<file path="src/rtl/ea4163_vme_pkg.sv">
// Shared constants and types for the EA4163 VME A16/D16 slave interface.
package ea4163_vme_pkg;

  localparam int unsigned VME_A_W    = 15;
  localparam int unsigned VME_AM_W   = 6;
  localparam int unsigned VME_D_W    = 16;
  localparam int unsigned REG_ADDR_W = 8;
  localparam int unsigned REG_DATA_W = 16;
  localparam int unsigned REG_BE_W   = 2;
  localparam int unsigned TMO_W      = 8;

  localparam logic [VME_AM_W-1:0] AM_A16_SUP = 6'h2D;
  localparam logic [VME_AM_W-1:0] AM_A16_USR = 6'h29;

  typedef enum logic [2:0] {
    IDLE,
    DECODE,
    WAIT_ACK,
    DTACK,
    RELEASE,
    IGNORE
  } state_t;

endpackage

</file>
<file path="src/rtl/vme_sync.sv">
// N-stage synchroniser for asynchronous active-low VME strobes; resets to the inactive level.
module vme_sync #(
  parameter int unsigned STAGES = 2
) (
  input  logic clk,
  input  logic rst_n,
  input  logic d,
  output logic q
);

  logic [STAGES-1:0] ff;

  // Shift chain, loaded with 1 so strobes read as inactive out of reset
  always_ff @(posedge clk or negedge rst_n) begin
    if (!rst_n) begin
      ff <= '1;
    end else begin
      ff <= {ff[STAGES-2:0], d};
    end
  end

  assign q = ff[STAGES-1];

endmodule

</file>
<file path="src/rtl/vme_slave_ctrl.sv">
// VME A16/D16 slave cycle sequencer: turns each accepted VME cycle into one
// local register-bus strobe and drives DTACK* and the read-data enable.
module vme_slave_ctrl
  import ea4163_vme_pkg::*;
#(
  parameter logic [15:0]         BASE_ADDR   = 16'hA000,
  parameter logic [15:0]         ADDR_MASK   = 16'hFF00,
  parameter logic [VME_AM_W-1:0] AM_SUP      = AM_A16_SUP,
  parameter logic [VME_AM_W-1:0] AM_USR      = AM_A16_USR,
  parameter logic [TMO_W-1:0]    ACK_TIMEOUT = 8'd64
) (
  input  logic                  clk,
  input  logic                  rst_n,
  input  logic                  vme_as,
  input  logic                  vme_ds0,
  input  logic                  vme_ds1,
  input  logic                  vme_wr,
  input  logic                  vme_lword,
  input  logic [VME_A_W-1:0]    vme_a,
  input  logic [VME_AM_W-1:0]   vme_am,
  input  logic [VME_D_W-1:0]    vme_d,
  output logic [VME_D_W-1:0]    vme_rdata,
  output logic                  vme_d_oe,
  output logic                  vme_dtack_d,
  output logic                  vme_dtack_en,
  output logic [REG_ADDR_W-1:0] reg_addr,
  output logic [REG_DATA_W-1:0] reg_wdata,
  output logic [REG_BE_W-1:0]   reg_be,
  output logic                  reg_wr,
  output logic                  reg_rd,
  input  logic [REG_DATA_W-1:0] reg_rdata,
  input  logic                  reg_ack
);

  logic as_s, ds0_s, ds1_s, wr_s;

  vme_sync #(.STAGES(2)) u_sync_as  (.clk(clk), .rst_n(rst_n), .d(vme_as),  .q(as_s));
  vme_sync #(.STAGES(2)) u_sync_ds0 (.clk(clk), .rst_n(rst_n), .d(vme_ds0), .q(ds0_s));
  vme_sync #(.STAGES(2)) u_sync_ds1 (.clk(clk), .rst_n(rst_n), .d(vme_ds1), .q(ds1_s));
  vme_sync #(.STAGES(2)) u_sync_wr  (.clk(clk), .rst_n(rst_n), .d(vme_wr),  .q(wr_s));

  // Address and AM are only looked at in DECODE, when they are stable by bus rules
  logic am_hit, addr_hit, hit;
  assign am_hit   = (vme_am == AM_SUP) || (vme_am == AM_USR);
  assign addr_hit = (({vme_a, 1'b0} & ADDR_MASK) == BASE_ADDR);
  assign hit      = am_hit && vme_lword && addr_hit;

  state_t                state, state_nxt;
  logic [TMO_W-1:0]      tmo_cnt, tmo_cnt_nxt;
  logic                  is_rd, is_rd_nxt;
  logic [REG_ADDR_W-1:0] reg_addr_nxt;
  logic [REG_DATA_W-1:0] reg_wdata_nxt;
  logic [REG_BE_W-1:0]   reg_be_nxt;
  logic                  reg_wr_nxt, reg_rd_nxt;
  logic [VME_D_W-1:0]    vme_rdata_nxt;
  logic                  vme_d_oe_nxt, vme_dtack_d_nxt, vme_dtack_en_nxt;

  // State, timeout counter and all registered outputs; reset also kills the DTACK driver
  always_ff @(posedge clk or negedge rst_n) begin
    if (!rst_n) begin
      state        <= IDLE;
      tmo_cnt      <= '0;
      is_rd        <= 1'b0;
      reg_addr     <= '0;
      reg_wdata    <= '0;
      reg_be       <= '0;
      reg_wr       <= 1'b0;
      reg_rd       <= 1'b0;
      vme_rdata    <= '0;
      vme_d_oe     <= 1'b0;
      vme_dtack_d  <= 1'b1;
      vme_dtack_en <= 1'b0;
    end else begin
      state        <= state_nxt;
      tmo_cnt      <= tmo_cnt_nxt;
      is_rd        <= is_rd_nxt;
      reg_addr     <= reg_addr_nxt;
      reg_wdata    <= reg_wdata_nxt;
      reg_be       <= reg_be_nxt;
      reg_wr       <= reg_wr_nxt;
      reg_rd       <= reg_rd_nxt;
      vme_rdata    <= vme_rdata_nxt;
      vme_d_oe     <= vme_d_oe_nxt;
      vme_dtack_d  <= vme_dtack_d_nxt;
      vme_dtack_en <= vme_dtack_en_nxt;
    end
  end

  // Cycle sequencing; bus-side outputs are derived from the state being entered
  always_comb begin
    state_nxt     = state;
    tmo_cnt_nxt   = tmo_cnt;
    is_rd_nxt     = is_rd;
    reg_addr_nxt  = reg_addr;
    reg_wdata_nxt = reg_wdata;
    reg_be_nxt    = reg_be;
    reg_wr_nxt    = 1'b0;
    reg_rd_nxt    = 1'b0;
    vme_rdata_nxt = vme_rdata;

    unique case (state)
      IDLE: begin
        if (!as_s && (!ds0_s || !ds1_s)) begin
          state_nxt = DECODE;
        end
      end
      DECODE: begin
        if (hit) begin
          reg_addr_nxt  = vme_a[REG_ADDR_W-1:0];
          reg_wdata_nxt = vme_d;
          reg_be_nxt    = {~ds1_s, ~ds0_s};
          is_rd_nxt     = wr_s;
          reg_wr_nxt    = !wr_s;
          reg_rd_nxt    = wr_s;
          tmo_cnt_nxt   = '0;
          state_nxt     = WAIT_ACK;
        end else begin
          state_nxt = IGNORE;
        end
      end
      WAIT_ACK: begin
        if (reg_ack) begin
          if (is_rd) begin
            vme_rdata_nxt = reg_rdata;
          end
          state_nxt = DTACK;
        end else if (tmo_cnt == ACK_TIMEOUT - TMO_W'(1)) begin
          state_nxt = IGNORE;
        end else begin
          tmo_cnt_nxt = tmo_cnt + TMO_W'(1);
        end
      end
      DTACK: begin
        if (ds0_s && ds1_s) begin
          state_nxt = RELEASE;
        end
      end
      RELEASE: begin
        state_nxt = IDLE;
      end
      IGNORE: begin
        if (as_s && ds0_s && ds1_s) begin
          state_nxt = IDLE;
        end
      end
      default: begin
        state_nxt = IDLE;
      end
    endcase

    vme_dtack_en_nxt = (state_nxt == DTACK) || (state_nxt == RELEASE);
    vme_dtack_d_nxt  = (state_nxt != DTACK);
    vme_d_oe_nxt     = (state_nxt == DTACK) && is_rd_nxt;
  end

endmodule
</file>
<file path="config.mk">
export PLATFORM = sky130hd
export DESIGN_NAME = vme_slave_ctrl
export DESIGN_NICKNAME = d
export VERILOG_FILES = /design/src/rtl/ea4163_vme_pkg.sv /design/src/rtl/vme_sync.sv /design/src/rtl/vme_slave_ctrl.sv
export SDC_FILE = /design/constraint.sdc
export NUM_CORES = 1
export LEC_CHECK = 0
export CAP_MARGIN = 20
export CORE_UTILIZATION = 43
export CTS_BUF_LIST = sky130_fd_sc_hd__clkbuf_16
export CTS_CLUSTER_DIAMETER = 40
export CTS_CLUSTER_SIZE = 40
export DETAILED_ROUTE_END_ITERATION = 8
export GPL_TIMING_DRIVEN = 0
export PLACE_DENSITY_LB_ADDON = 0.2
export SLEW_MARGIN = 20
export SYNTH_ARGS = -nofsm -noshare
export SYNTH_HDL_FRONTEND = slang
export SYNTH_SLANG_ARGS = --single-unit
</file>
<file path="constraint.sdc">
create_clock -name clk -period 2.4 [get_ports clk]
set_input_delay 0.24 -clock clk [delete_from_list [all_inputs] [get_ports clk]]
set_output_delay 0.24 -clock clk [all_outputs]
set_load 0.02 [all_outputs]
</file>
==> results.json <==
{
  "fp.dieW_um": 81.08,
  "total_power_mw": 2.942,
  "crit_fanout": 8,
  "drcViolationCount": 0,
  "avgSynthCellArea_um2": 13.79,
  "port_buffers": 106,
  "cts_root_buf": "clkbuf_16",
  "finalHoldViolations": 0,
  "hold_depth": 1,
  "ys_async_sr_fraction": 1.000,
  "detail_route.iter0.violations": 117,
  "yosys.area.top_type_share": 0.5398,
  "ys_top_cells_by_count": "dfrtp_1, mux2_2, dfstp_2",
  "rsz0062_at_grt": "no",
  "p_leak_nw": 1.926,
  "path_clk_slew_ns": 0.05,
  "holdPathEnd": "u_sync_wr.ff[0]$_DFF_PN1_",
  "maxCapViolCount": 0,
  "min_period_over_period": 0.9606,
  "p_sw_mw": 0.6333,
  "swShare": 0.2153,
  "synth_most_common_cell": "dfrtp_1",
  "slew_violations": 0,
  "synth_area_leaders": "dfrtp_1, mux2_2, dfstp_2",
  "power_density_nw_per_um2": 685.3,
  "arrival_ns": 2.51,
  "synth_cell_types": 39,
  "clk_latency_ns": 0.32,
  "post_dp_cell_area_um2": 3869,
  "place_congestion": 0.7911,
  "clockBufferDepth": 2,
  "clock_sinks": 67,
  "grt_start_max_net_pins": 46,
  "area.growth.synth_to_final_pct": 59.66,
  "reg2reg_slack_ns": 0.24,
  "startpoint_type": "input pin",
  "nets": 382,
  "ys_ff_latch": 67,
  "ys.flop_type": "dfrtp_1",
  "p_seq_frac": 0.405,
  "min_path_type": "input pin to flip-flop",
  "syn_inst": 195,
  "synth_enable_flop_cells": 0,
  "cts_tree": "built",
  "fp-row-count": 28,
  "r2r-end": "tmo_cnt[7]$_DFFE_PN0P_",
  "dieArea_um2": 6573,
  "grt-ovfl-total": 0,
  "reg2reg_from": "state[0]$_DFF_PN0_",
  "fin_crit_ns": 2.305,
  "seq_area_frac_synth": 0.6277,
  "wl_per_cell_um": 14.87,
  "end_kind": "flip-flop",
  "intPower_mw": 2.308,
  "antenna_cells": 0,
  "synth_area_um2": 2689,
  "synth_top_cell_by_area": "dfrtp_1",
  "core_area_um2": 5991,
  "antenna_found_initial": 0,
  "cp.required_ns": 2.61,
  "grt_pass1_wl_um": 9673,
  "fin_area_um2": 4293,
  "slowest_delay_ns": 0.57,
  "finalSetupViolCount": 0,
  "h-tree-depth": 3,
  "fill_cells": 428,
  "ir_worst_vdd_mv": 0.4908,
  "grt_pass1_vias": 2063,
  "io_pins": 108,
  "criticalPathCategory": "input pin to flip-flop",
  "cts_buffers": 9,
  "fmax_mhz": 433.8,
  "ant_nets": 0,
  "p_clk_frac": 0.495,
  "drt_pass1_iterations": 4,
  "cp_slowest_cell": "or4_4",
  "vias": 2043,
  "crit_chain": "clkdlybuf4s50_1 > or4_4 > or4_4 > nor3_4 > buf_6 > buf_8 > mux2_2",
  "grt_use_total": 0.2000,
  "r2r_cells": 5,
  "crit_top_cell": "or4_4",
  "die_h_um": 81.08,
  "synth.net_count": 257,
  "combPwrFrac": 0.100,
  "finalWirelength_um": 5949,
  "relSlewSlack": 0.6139,
  "yosysWarningCount": 0,
  "post-dp-hpwl_um": 4096,
  "drt-vias-per-instance": 5.108,
  "worstMarginPinSlew_ns": 0.5711,
  "min_from": "vme_wr",
  "fin_skew_ns": 0.005409,
  "drive_gt1_frac": 0.2369,
  "start_util": 0.4488,
  "status": "finished, final reports clean"
}
==> placed cells by master, fill, tap and decap left out, types with 3 or more instances in the layout <==
master	count
buf_6	4
clkbuf_1	4
nand2_1	7
dfstp_2	9
clkbuf_16	9
clkinv_1	3
buf_4	4
bufinv_16	3
inv_1	8
o211ai_1	4
nand2b_1	4
dfrtp_1	58
o21ai_0	5
a21oi_1	4
nor2b_1	3
nor2_1	7
clkdlybuf4s50_1	105
mux2i_1	5
nand3_1	5
mux2_2	39
==> how the worst max path moves through the flow <==
| stage | startpoint | end | slack (ns) |
|---|---|---|---|
| floorplan | vme_a[8] | reg_addr[0]$_DFFE_PN0P_ | 0.002 |
| global placement | rst_n | reg_wdata[2]$_DFFE_PN0P_ | -1.12 |
| detailed placement | vme_a[8] | reg_addr[1]$_DFFE_PN0P_ | -0.68 |
| CTS | vme_a[9] | reg_wdata[4]$_DFFE_PN0P_ | 0.001 |
| global route | vme_a[8] | reg_wdata[0]$_DFFE_PN0P_ | 0.01 |
| finish | vme_a[8] | reg_wdata[0]$_DFFE_PN0P_ | 0.09 |
==> what timing repair did <==
action                                  4_1_cts  5_1_grt
buffers inserted                              6        0
pin swaps                                     2        3
endpoints found under the setup margin       28       34
endpoints found under the hold margin        21        0
hold buffers                                  1        0
gates cloned                                  1        0
gates resized for setup                      11        1
==> state kept, by name, indices dropped and copies added (netlist names), 2 cells and up <==
signal	cells
tmo_cnt	8
reg_be	2
vme_rdata	16
u_sync_as.ff	2
state	3
reg_wdata	16
u_sync_ds1.ff	2
u_sync_wr.ff	2
reg_addr	8
u_sync_ds0.ff	2
==> cells by family (layout without fill, tap and decap cells) <==
family                   Yosys count  in the layout  synth area share
AND/OR/NAND/NOR                   43             43           0.09494
adder cells (fa/ha/maj)            1              1          0.004653
AO/OA/AOI/OAI                     25             25           0.06376
multiplexers                      44             44            0.1819
flip-flops                        67             67            0.6277
buffers and inverters             15            145           0.02699
==> cell type report <==
type                       count  area, um2  share of cell area
clock buffer                   9      225.2             0.05246
timing repair buffer         115       1167              0.2719
tap                           75      93.84             0.02186
sequential                    67       1688              0.3932
clock inverter                 7      106.4             0.02477
inverter                       8      30.03            0.006995
buffer                         6      41.29            0.009618
multi-input combinational    113      940.9              0.2192
==> per-layer routing <==
metal  vias up  global-route usage  wire length (um)
li1        961                   -                 -
met1       998              0.2489              2461
met2        73              0.3084              2890
met3        11             0.07191               489
met4         0             0.09821               108
met5         -                   0                 0
==> critical path: cells and delay by family <==
family | cells | cell delay, ns
buffers and inverters | 3 | 0.66
muxes | 1 | 0.33
and+or+nand+nor | 3 | 1.28
==> power by group through the flow <==
stage / clock network, mW / logic (mW) / registers, mW
2_1_floorplan: 0 / 0.129 / 1.20
3_3_place_gp: 0 / 0.273 / 1.21
3_5_place_dp: 0 / 0.283 / 1.21
4_1_cts: 1.48 / 0.292 / 1.19
5_1_grt: 1.54 / 0.325 / 1.19
6_report: 1.46 / 0.294 / 1.19
==> per-stage QoR <==
step	setup TNS [ns]	util	setup slack, ns	instances	hold WS [ns]
finish	0	0.7166	0.09455	400	0.3246
global route	0	0.7166	0.009920	400	0.3217
floorplan	0	-	0.002250	195	-0.05559
global placement	-86.00	0.6416	-1.119	376	0.3459
detailed placement	-19.03	0.6458	-0.6769	377	0.1654
CTS	0	0.7176	0.001143	401	0.3233
(Power assumes the default switching activity.)
